[config.mk]
export PLATFORM = sky130hd
export DESIGN_NAME = change_dispenser
export DESIGN_NICKNAME = d
export VERILOG_FILES = /design/src/rtl/change_dispenser.sv
export SDC_FILE = /design/constraint.sdc
export NUM_CORES = 1
export LEC_CHECK = 0
export ABC_CLOCK_PERIOD_IN_PS = 3000
export BUFFER_PORTS_ARGS = -buffer_cell sky130_fd_sc_hd__buf_2
export CAP_MARGIN = 5
export CORE_UTILIZATION = 40
export DETAILED_ROUTE_END_ITERATION = 10
export GPL_TIMING_DRIVEN = 0
export PLACE_DENSITY = 0.65
export SLEW_MARGIN = 20
export SYNTH_ARGS = -nofsm -noshare
export SYNTH_HDL_FRONTEND = slang
export SYNTH_SLANG_ARGS = --single-unit
[constraint.sdc]
create_clock -name clock -period 3 [get_ports clock]
set_clock_uncertainty 0.15 [all_clocks]
set_input_delay 0.3 -clock clock [delete_from_list [all_inputs] [get_ports clock]]
set_output_delay 0.3 -clock clock [all_outputs]
set_load 0.03 [all_outputs]
[src/rtl/change_dispenser.sv]
// change_dispenser: greedy coin payout engine with per-tube stock,
// hopper handshake and sticky timeout fault.
//
// Ports:
//   clock, rst        rising-edge clock, async active-low reset
//   change_valid      payout request, change_amount sampled in IDLE
//   change_amount     value to pay out (units)
//   refill            in IDLE, reload every tube to INIT_COUNT
//   coin_ack          hopper confirms the requested coin dropped
//   change_ready      idle and able to accept a request
//   busy              payout in progress (SELECT/WAIT_ACK/DONE)
//   coin_eject        one-hot coin request, bit4..0 = 50,20,10,5,1
//   done              one-cycle end-of-payout pulse
//   short_change      with done when part of the amount was unpaid
//   shortfall         unpaid remainder of the last payout
//   low_stock         per-tube empty flags, same order as coin_eject
//   fault             hopper timeout, held until reset
module change_dispenser #(
    parameter int unsigned INIT_COUNT = 8,
    parameter int unsigned COIN_WAIT  = 15
) (
    input  logic       clock,
    input  logic       rst,
    input  logic       change_valid,
    input  logic [7:0] change_amount,
    input  logic       refill,
    input  logic       coin_ack,
    output logic       change_ready,
    output logic       busy,
    output logic [4:0] coin_eject,
    output logic       done,
    output logic       short_change,
    output logic [7:0] shortfall,
    output logic [4:0] low_stock,
    output logic       fault
);

    typedef enum logic [2:0] {
        S_IDLE,
        S_SELECT,
        S_WAIT,
        S_DONE,
        S_FAULT
    } state_t;

    localparam logic [7:0] INIT_C    = 8'(INIT_COUNT);
    localparam logic [7:0] WAIT_LAST = 8'(COIN_WAIT - 1);

    state_t     state;
    state_t     state_nxt;
    logic [7:0] remaining;
    logic [7:0] count [5];
    logic [7:0] timer;
    logic [4:0] pick;
    logic       found;
    logic [7:0] ack_val;

    // Face value of tube idx (0 = 1-unit coin .. 4 = 50-unit coin).
    function automatic logic [7:0] coin_val(input int idx);
        logic [7:0] v;
        case (idx)
            0:       v = 8'd1;
            1:       v = 8'd5;
            2:       v = 8'd10;
            3:       v = 8'd20;
            4:       v = 8'd50;
            default: v = 8'd0;
        endcase
        return v;
    endfunction

    // Greedy choice: ascending scan, so the largest eligible tube wins.
    always_comb begin
        pick  = '0;
        found = 1'b0;
        for (int i = 0; i < 5; i++) begin
            if (count[i] != 8'd0 && coin_val(i) <= remaining) begin
                pick    = '0;
                pick[i] = 1'b1;
                found   = 1'b1;
            end
        end
    end

    // Value of the coin currently held on coin_eject.
    always_comb begin
        ack_val = '0;
        for (int i = 0; i < 5; i++) begin
            if (coin_eject[i]) begin
                ack_val = ack_val | coin_val(i);
            end
        end
    end

    always_ff @(posedge clock or negedge rst) begin
        if (!rst) begin
            state <= S_IDLE;
        end else begin
            state <= state_nxt;
        end
    end

    always_comb begin
        state_nxt = state;
        unique case (state)
            S_IDLE: begin
                if (change_valid) begin
                    state_nxt = S_SELECT;
                end
            end
            S_SELECT: begin
                state_nxt = found ? S_WAIT : S_DONE;
            end
            S_WAIT: begin
                if (coin_ack) begin
                    state_nxt = S_SELECT;
                end else if (timer == WAIT_LAST) begin
                    state_nxt = S_FAULT;
                end
            end
            S_DONE: begin
                state_nxt = S_IDLE;
            end
            S_FAULT: begin
                state_nxt = S_FAULT;
            end
            default: begin
                state_nxt = S_IDLE;
            end
        endcase
    end

    always_ff @(posedge clock or negedge rst) begin
        if (!rst) begin
            remaining  <= '0;
            timer      <= '0;
            coin_eject <= '0;
            shortfall  <= '0;
            for (int i = 0; i < 5; i++) begin
                count[i] <= INIT_C;
            end
        end else begin
            unique case (state)
                S_IDLE: begin
                    if (change_valid) begin
                        remaining <= change_amount;
                        shortfall <= '0;
                    end else if (refill) begin
                        for (int i = 0; i < 5; i++) begin
                            count[i] <= INIT_C;
                        end
                    end
                end
                S_SELECT: begin
                    if (found) begin
                        coin_eject <= pick;
                        timer      <= '0;
                    end
                end
                S_WAIT: begin
                    if (coin_ack) begin
                        remaining  <= remaining - ack_val;
                        coin_eject <= '0;
                        for (int i = 0; i < 5; i++) begin
                            if (coin_eject[i]) begin
                                count[i] <= count[i] - 8'd1;
                            end
                        end
                    end else begin
                        timer <= timer + 8'd1;
                        if (timer == WAIT_LAST) begin
                            coin_eject <= '0;
                        end
                    end
                end
                S_DONE: begin
                    shortfall <= remaining;
                end
                default: begin
                end
            endcase
        end
    end

    always_comb begin
        change_ready = (state == S_IDLE);
        busy         = (state == S_SELECT) ||
                       (state == S_WAIT)   ||
                       (state == S_DONE);
        done         = (state == S_DONE);
        short_change = (state == S_DONE) && (remaining != 8'd0);
        fault        = (state == S_FAULT);
        for (int i = 0; i < 5; i++) begin
            low_stock[i] = (count[i] == 8'd0);
        end
    end

endmodule

==> flow_summary_export.csv, run 1 <==
group,metric,value,unit
floorplanning,fp.dieH,99.93,um
clock_tree,clockBufferDepth,2,
sta,timing.final.crit_share,92.25,%
place,io_buffers,34,
power,powerDensity,1091,mW/mm^2
yosys,synth_edf_count,0,
status,outcome,"complete, no violations",
layout,final_core_util,48.46,%
clock_tree,htree_levels,3,
global_routing,grt_use_total,19.28,%
setup_path,arrival,2.90,ns
yosys,synth_warnings,0,
yosys,syn_avg_cell_area,9.449,sq um
sta,slew_headroom,53.70,%
layout,layout.nets,486,
detailed_routing,wl,8945,um
floorplanning,io_pins,36,
yosys,yosysUniqueCellTypes,51,
setup_path,r2r_cells,8,
place,dp_hpwl,6259,um
yosys,netlist.area_leader.share,43.71,%
detailed_routing,wl_per_cell,15.14,um
setup_path,start_kind,"register",
layout,fin_cells,591,
place,gp_congestion,0.7695,
place,preCtsSetupSlack,-0.1325,ns
detailed_routing,vias,3114,
layout,diodes,0,
sta,finalHoldViolCount,0,
clock_tree,cts_tree,"built",
yosys,syn_area,0.003836,sq mm
clock_tree,cts_buffers,9,
layout,syn_to_final_growth,17.29,%
floorplanning,die_w,99.93,um
detailed_routing,drtPass1Iterations,4,
yosys,async_flop_share,100.0,%
clock_tree,clock_latency,0.36,ns
floorplanning,initial_utilization,41.32,%
yosys,synth_ff_type,"dfrtp_1",
yosys,synth_most_common_cell,"dfrtp_1",
global_routing,antenna_found_initial,0,
yosys,yosysSeqAreaShare,47.13,%
setup_path,path_max_fanout,10,
yosys,ys_ff_latch,72,
sta,drv_slew,0,
setup_path,required,3.13,ns
yosys,synth_commonest_cells,"dfrtp_1, nor2_1, nand2_1",
clock_tree,cts_sinks,72,
yosys,synth.net_count,435,
floorplanning,core.rowCount,35,
sta,setup_viol,0,
layout,drive_gt1_share,15.58,%
sta,setup-tns-final,0,ns
floorplanning,core-area,0.009284,sq mm
global_routing,grt.overflow.total,0,
clock_tree,path_clk_slew,0.08,ns
sta,fmax,361.3,MHz
yosys,synth_area_leaders,"dfrtp_1, ha_1, nor2_1",
floorplanning,dieArea,0.009986,sq mm
global_routing,grt_pass1_wl,14790,um
sta,fin_ws,0.2325,ns
detailed_routing,routed_via_density,5.269,
detailed_routing,ant_nets,0,
power,p_leak,0.002038,uW
hold_path,hold-path-cell-count,3,
detailed_routing,drt_iter0_drc,88,
run,drv_cap,0,
yosys,synth_cells,406,
yosys,yosysTopAreaCell,"dfrtp_1",
global_routing,grt_max_degree,49,
global_routing,grt_pass1_vias,2989,
place,place_inst,570,
sta,rsz0062_at_grt,"no",
setup_path,setup.worst_path.end_class,"register",
sta,tightest_slew,0.6855,ns
clock_tree,cts_root_buf,"clkbuf_8",
hold_path,hold_path.class,"input pin to register",
detailed_routing,drc,0,
power,power.total,4911,uW
sta,period_needed,2.767,ns
power,peakVddDrop,0.5592,mV
setup_path,worstSetupPathType,"register to register",
-- cell usage in the layout (no fill, tap or decap), types with 3 or more instances in the layout --
| cell type | instances |
|---|---|
| a21o_1 | 7 |
| a21oi_1 | 19 |
| a22o_1 | 8 |
| and3_1 | 3 |
| buf_2 | 33 |
| buf_4 | 4 |
| clkbuf_1 | 10 |
| clkbuf_8 | 10 |
| dfrtp_1 | 67 |
| dfstp_2 | 5 |
| ha_1 | 15 |
| inv_1 | 22 |
| nand2_1 | 31 |
| nand2b_1 | 5 |
| nand3_1 | 10 |
| nand4_1 | 5 |
| nor2_1 | 47 |
| nor2b_1 | 5 |
| nor3_1 | 13 |
| nor4_1 | 5 |
| o21ai_0 | 25 |
| o21ai_1 | 3 |
| o31ai_1 | 11 |
| o41ai_1 | 3 |
| or3_1 | 18 |
| or3b_2 | 3 |
| or4_1 | 5 |
| xnor2_1 | 16 |
| xor2_1 | 11 |
-- per-layer routing --
layer,GRT usage (%),part of all wire [%],vias up
li1,-,-,1543
met1,25.90,47,1512
met2,30.98,48,48
met3,2.855,3.2,11
met4,8.597,1.4,0
met5,0,0,-
-- area by class of cell --
cell class | instances | area [sq um]
fillers | 915 | 4785
clock buffers | 10 | 137.6
inverters | 22 | 82.58
flip-flops and latches | 72 | 1808
clock inverters | 6 | 92.59
plain buffers | 12 | 45.04
repair buffers | 40 | 252.7
well taps | 129 | 161.4
multi-input cells | 300 | 1919
-- sequential cells by signal (all words and copies together), names as in the netlist --
name        count
shortfall       8
remaining       8
timer           8
coin_eject      5
state           3
count          40
-- critical path: stages, from the launching register on --
cell and delay [ns]:
dfrtp_1 0.36, clkbuf_1 0.17, or3b_1 0.44, a211oi_4 0.21, buf_4 0.19, o21ai_2 0.13
or4b_1 0.57, or3_1 0.34, a21oi_1 0.14
-- cell families (layout without fill, tap and decap cells) --
logic type	Yosys count	in the layout	share of synthesized area (%)
and+or+nand+nor	162	162	21.27
AOI/OAI and AO/OA	93	93	16.15
DFF	72	72	47.13
buffers and inverters	34	90	3.327
xor gates and xnor gates	27	27	6.164
adders and majority gates	16	16	5.414
muxes	2	2	0.5545
-- path summary, 6_finish.rpt --
check                      slack, ns           end             start
setup / recovery                0.23     count[37]          state[1]
hold / removal                  0.07  remaining[0]  change_amount[0]
setup reg to reg                0.23     count[37]          state[1]
hold reg to reg                 0.35      count[9]          count[9]
max in group asynchronous       1.85     count[11]               rst
min in group asynchronous       0.24      timer[2]               rst
-- metrics by stage --
stage	instance area [sq um]	hold WS (ns)
finish	4499	0.06922
global route	4499	0.07990
CTS	4451	0.06233
global placement	4173	0.3309
detailed placement	4203	0.09211
floorplan	3841	-0.1456
-- timing repair --
action                                  4_1_cts  5_1_grt
hold buffers                                  1        0
endpoints found under the setup margin        5       13
gates cloned                                  0        0
pin swaps                                     0        2
resized for setup                             0        3
buffers inserted                              1        3
hold endpoints to repair                     21        0
-- where the power goes --
part           switching (uW)  internal [uW]
sequential                372           1320
combinational            1410            928
clock                     391            493
Note: power is estimated with default switching activity, not from simulation.
==> run 2, diff against run 1 <==
CORE_ASPECT_RATIO = 0.6   (was not set)
==> flow_summary_export.csv, run 2 (synthesis results as in run 1) <==
group,metric,value,unit
power,peakVddDrop,0.4206,mV
global_routing,grt.overflow.total,0,
sta,slew_headroom,48.33,%
global_routing,grt_pass1_vias,2960,
global_routing,gr-usage-met1,29.97,%
clock_tree,clockBufferDepth,2,
layout,final_common_cell,"dfrtp_1",
layout,final_core_util,49.19,%
setup_path,path_max_fanout,10,
layout,syn_to_final_growth,18.69,%
place,dp_hpwl,6588,um
sta,timing.final.crit_share,93.06,%
sta,period_needed,2.792,ns
clock_tree,cts_root_buf,"clkbuf_16",
setup_path,worstSetupPathType,"register to register",
global_routing,grt_use_met3,4.828,%
detailed_routing,wl,9209,um
setup_path,crit_path_start,"state[1]",
clock_tree,cts_buffers,9,
run,drv_cap,0,
clock_tree,htree_levels,3,
place,preCtsSetupSlack,-0.1371,ns
hold_path,hp-start,"change_amount[0]",
hold_path,hold_path.class,"input pin to register",
setup_path,setup.worst_path.end_class,"register",
layout,layout.nets,486,
clock_tree,cts_tree,"built",
setup_path,r2r_start,"state[1]",
floorplanning,die_w,128.4,um
clock_tree,clock_latency,0.34,ns
clock_tree,cts_sinks,72,
global_routing,top_usage_layer,"met1",
global_routing,use_met2,28.54,%
detailed_routing,wl_per_cell,15.56,um
floorplanning,fp.dieH,77.86,um
global_routing,grt_use_total,20.15,%
clock_tree,path_clk_slew,0.06,ns
power,p_leak,0.002068,uW
floorplanning,core-area,0.009256,sq mm
power,powerDensity,1123,mW/mm^2
place,place_inst,571,
floorplanning,io_pins,36,
sta,fmax,358.2,MHz
sta,drv_slew,0,
sta,tightest_slew,0.7751,ns
sta,rsz0062_at_grt,"no",
floorplanning,dieArea,0.009999,sq mm
global_routing,grt_pass1_wl,15330,um
detailed_routing,vias,3187,
detailed_routing,drt_iter0_drc,178,
layout,drive_gt1_share,14.72,%
global_routing,grt_max_degree,47,
sta,setup_viol,0,
sta,fin_ws,0.2083,ns
setup_path,start_kind,"register",
sta,finalHoldViolCount,0,
setup_path,required,3.05,ns
status,outcome,"complete, no violations",
detailed_routing,drc,0,
setup_path,arrival,2.85,ns
global_routing,antenna_found_initial,0,
place,gp_congestion,0.8288,
floorplanning,core.rowCount,27,
layout,largest_reg_flops,40,
detailed_routing,ant_nets,0,
layout,diodes,0,
detailed_routing,drtPass1Iterations,5,
place,io_buffers,34,
floorplanning,initial_utilization,41.44,%
layout,top_register,"count",
layout,layout_common_cells,"dfrtp_1, nor2_1, buf_2",
layout,fin_cells,592,
detailed_routing,routed_via_density,5.383,
[run 2: through the flow]
stage          power, uW  setup TNS, ns  instance area [sq um]  hold slack, ns
3_3_place_gp        3887        -0.4686                   4174          0.3290
4_1_cts             5097              0                   4531          0.1048
3_5_place_dp        3961        -0.6215                   4204         0.09549
5_1_grt             5489              0                   4553          0.1264
6_report            5112              0                   4553          0.1078
2_1_floorplan       3314              0                   3841         -0.1456
[run 2: critical path: stages, from the launching register on]
cell and delay (ns):
dfrtp_1 0.35, clkbuf_1 0.17, nor2b_1 0.21, nand2b_1 0.13
clkbuf_1 0.49, o21ai_1 0.29, or3_1 0.42, nor4_1 0.25
xnor2_1 0.16, nor2_1 0.05
[run 2: layer usage]
metal	vias up	part of all wire, %
met1	1561	52
met3	7	5.3
met2	70	42
met5	-	0
met4	0	0.92
li1	1549	-
[run 2: power by group]
part	switching [uW]	leakage (uW)	internal [uW]
combinational	1420	0.000981	911
sequential	372	0.000943	1320
clock	397	0.000143	690
total	2190	0.00207	2920
[run 2: timing repair]
action                     in CTS  in global routing
hold buffers                    1                  0
buffers inserted                1                  3
resized for setup               1                  1
setup endpoints to repair       5                 11
hold endpoints to repair       21                  0
pin swaps                       0                  2
[run 2: final cells by class]
cell class	instances	area, sq um
Timing Repair Buffer	40	240.2
Tap cell	130	162.7
Multi-Input combinational cell	300	1913
Clock inverter	2	37.54
Buffer	12	45.04
Clock buffer	14	264.0
Sequential cell	72	1808
Inverter	22	82.58
Fill cell	879	4703
[run 2: final timing paths]
path / to / slack, ns / depth (start not counted)
max: count[6] / 0.21 / 9
min: remaining[0] / 0.11 / 3
max reg2reg: count[6] / 0.21 / 9
min reg2reg: shortfall[6] / 0.35 / 1
max in group asynchronous: count[12] / 1.87 / 3
min in group asynchronous: count[38] / 0.27 / 2
==> run 3, diff against run 2 <==
CORE_ASPECT_RATIO = 0.5   (was 0.6)
CORE_UTILIZATION = 59   (was 40)
PLACE_DENSITY = 0.86   (was 0.65)
==> flow_summary_export.csv, run 3 (synthesis results as in run 1) <==
group,metric,value,unit
detailed_routing,wl_per_cell,15.61,um
clock_tree,clockBufferDepth,2,
clock_tree,cts_buffers,9,
setup_path,r2r_cells,7,
global_routing,grt_max_degree,54,
power,p_int,2847,uW
detailed_routing,drtPass1Iterations,5,
sta,finalHoldViolCount,0,
sta,fmax,349.8,MHz
hold_path,hold-path-cell-count,3,
power,power_frac_clock,20.1,%
floorplanning,die_w,116.0,um
power,power.switching,2154,uW
floorplanning,initial_utilization,62.06,%
power,p_seq_share,33.5,%
clock_tree,clock_latency,0.34,ns
global_routing,grt_pass1_vias,2908,
sta,slew_headroom,47.38,%
floorplanning,fp.dieH,59.02,um
hold_path,hp-start,"change_amount[0]",
hold_path,min_to,"remaining[0]",
sta,timing.final.crit_share,95.30,%
detailed_routing,drt_iter0_drc,248,
setup_path,r2r_slack,0.14,ns
power,peakVddDrop,0.6640,mV
power,p_sw_share,43.08,%
hold_path,hold_path.class,"input pin to register",
setup_path,r2r_start,"state[1]",
detailed_routing,routed_via_density,5.772,
setup_path,setup.worst_path.end_class,"register",
setup_path,worstSetupPathType,"register to register",
global_routing,grt_pass1_wl,13920,um
setup_path,arrival,2.97,ns
layout,fin_area,0.004473,sq mm
clock_tree,path_clk_slew,0.05,ns
layout,top_register,"count",
sta,tightest_slew,0.7892,ns
detailed_routing,wl,8555,um
floorplanning,core.rowCount,20,
sta,holdWs,0.1064,ns
place,dp_hpwl,5729,um
run,drv_cap,0,
sta,rsz0062_at_grt,"no",
clock_tree,cts_root_buf,"clkbuf_16",
floorplanning,core-area,0.006181,sq mm
global_routing,grt.overflow.total,0,
layout,diodes,0,
detailed_routing,vias,3163,
clock_tree,cts_tree,"built",
place,place_area,0.004151,sq mm
status,outcome,"complete, no violations",
layout,syn_to_final_growth,16.60,%
detailed_routing,ant_nets,0,
setup_path,required,3.11,ns
power,p_leak,0.002056,uW
global_routing,antenna_found_initial,0,
layout,layout_common_cells,"dfrtp_1, nor2_1, buf_2",
power,pwr-share-comb,46.4,%
global_routing,grt_use_total,27.85,%
setup_path,path_max_fanout,10,
setup_path,rr_endpoint,"count[37]",
power,powerDensity,1118,mW/mm^2
sta,drv_slew,0,
place,io_buffers,34,
clock_tree,htree_levels,3,
floorplanning,dieArea,0.006848,sq mm
setup_path,start_kind,"register",
floorplanning,io_pins,36,
clock_tree,cts_sinks,72,
layout,largest_reg_flops,40,
layout,final_common_cell,"dfrtp_1",
detailed_routing,drc,0,
place,gp_congestion,0.8691,
sta,setup_viol,0,
sta,period_needed,2.859,ns
layout,layout.nets,485,
layout,drive_gt1_share,14.57,%
==> run 3: cell count changes in the layout (fill, tap and decap cells not counted), sizes merged <==
cell      before  now
clkbuf        24   25
buf           41   40
bufinv         1    0
clkinvlp       1    0
==> run 3: metal layers <==
metal	GRT usage [%]	share of wire [%]	routed length, um	vias to the layer above
li1	-	-	-	1537
met1	38.53	49	4188	1525
met2	41.58	45	3832	89
met3	9.407	5.3	452	12
met4	9.341	0.96	82	0
met5	0	0	0	-
==> run 3: power groups by stage <==
stage               Combinational [uW]  Clock [uW]  Sequential (uW)
finish                            2320        1000             1680
global route                      2580        1060             1720
CTS                               2270        1020             1660
detailed placement                2220           0             1670
global placement                  2160           0             1660
floorplan                         1610           0             1710
==> run 3: worst max-delay path, cell delays in order (launching register included) <==
cell and delay, ns:
dfrtp_1 0.36, clkbuf_1 0.17, or3b_1 0.45, a211oi_4 0.38, o21ai_2 0.21, or4b_1 0.57, or3_1 0.34, a21oi_1 0.14
==> run 3: cell type report <==
class,instances,area [sq um]
multi-input combinational,300,1917
sequential,72,1808
fill,442,1708
clock buffer,15,277.8
timing repair buffer,39,232.7
tap,88,110.1
inverter,22,82.58
buffer,12,45.04
==> run 3: stage by stage <==
step | setup TNS (ns) | total power, uW | instances | setup WS, ns | util, %
5_1_grt | 0 | 5370 | 548 | 0.008085 | 72.37
2_1_floorplan | 0 | 3314 | 406 | 0.2204 | -
6_report | 0 | 5001 | 548 | 0.1409 | 72.37
4_1_cts | 0 | 4949 | 546 | 0.03988 | 71.94
3_5_place_dp | -0.008243 | 3893 | 529 | -0.006441 | 67.17
3_3_place_gp | 0 | 3826 | 528 | 0.0009095 | 66.68
==> run 3: timing repair <==
| item | 4_1_cts | 5_1_grt |
|---|---|---|
| endpoints found under the setup margin | 5 | 10 |
| setup buffers | 1 | 2 |
| resized for setup | 0 | 2 |
| pin swaps | 0 | 2 |
| endpoints found under the hold margin | 19 | 0 |
| hold buffers | 1 | 0 |
| cloned | 0 | 0 |
==> run 3: worst max path at each step <==
stage | startpoint | end | slack (ns) | cells past startpoint
finish | state[1] | count[37] | 0.14 | 7
global route | state[1] | count[37] | 0.008 | 7
CTS | count[24] | coin_eject[3] | 0.04 | 9
detailed placement | count[24] | coin_eject[2] | -0.006 | 8
global placement | count[24] | coin_eject[3] | 0.0009 | 8
floorplan | count[32] | coin_eject[2] | 0.22 | 8
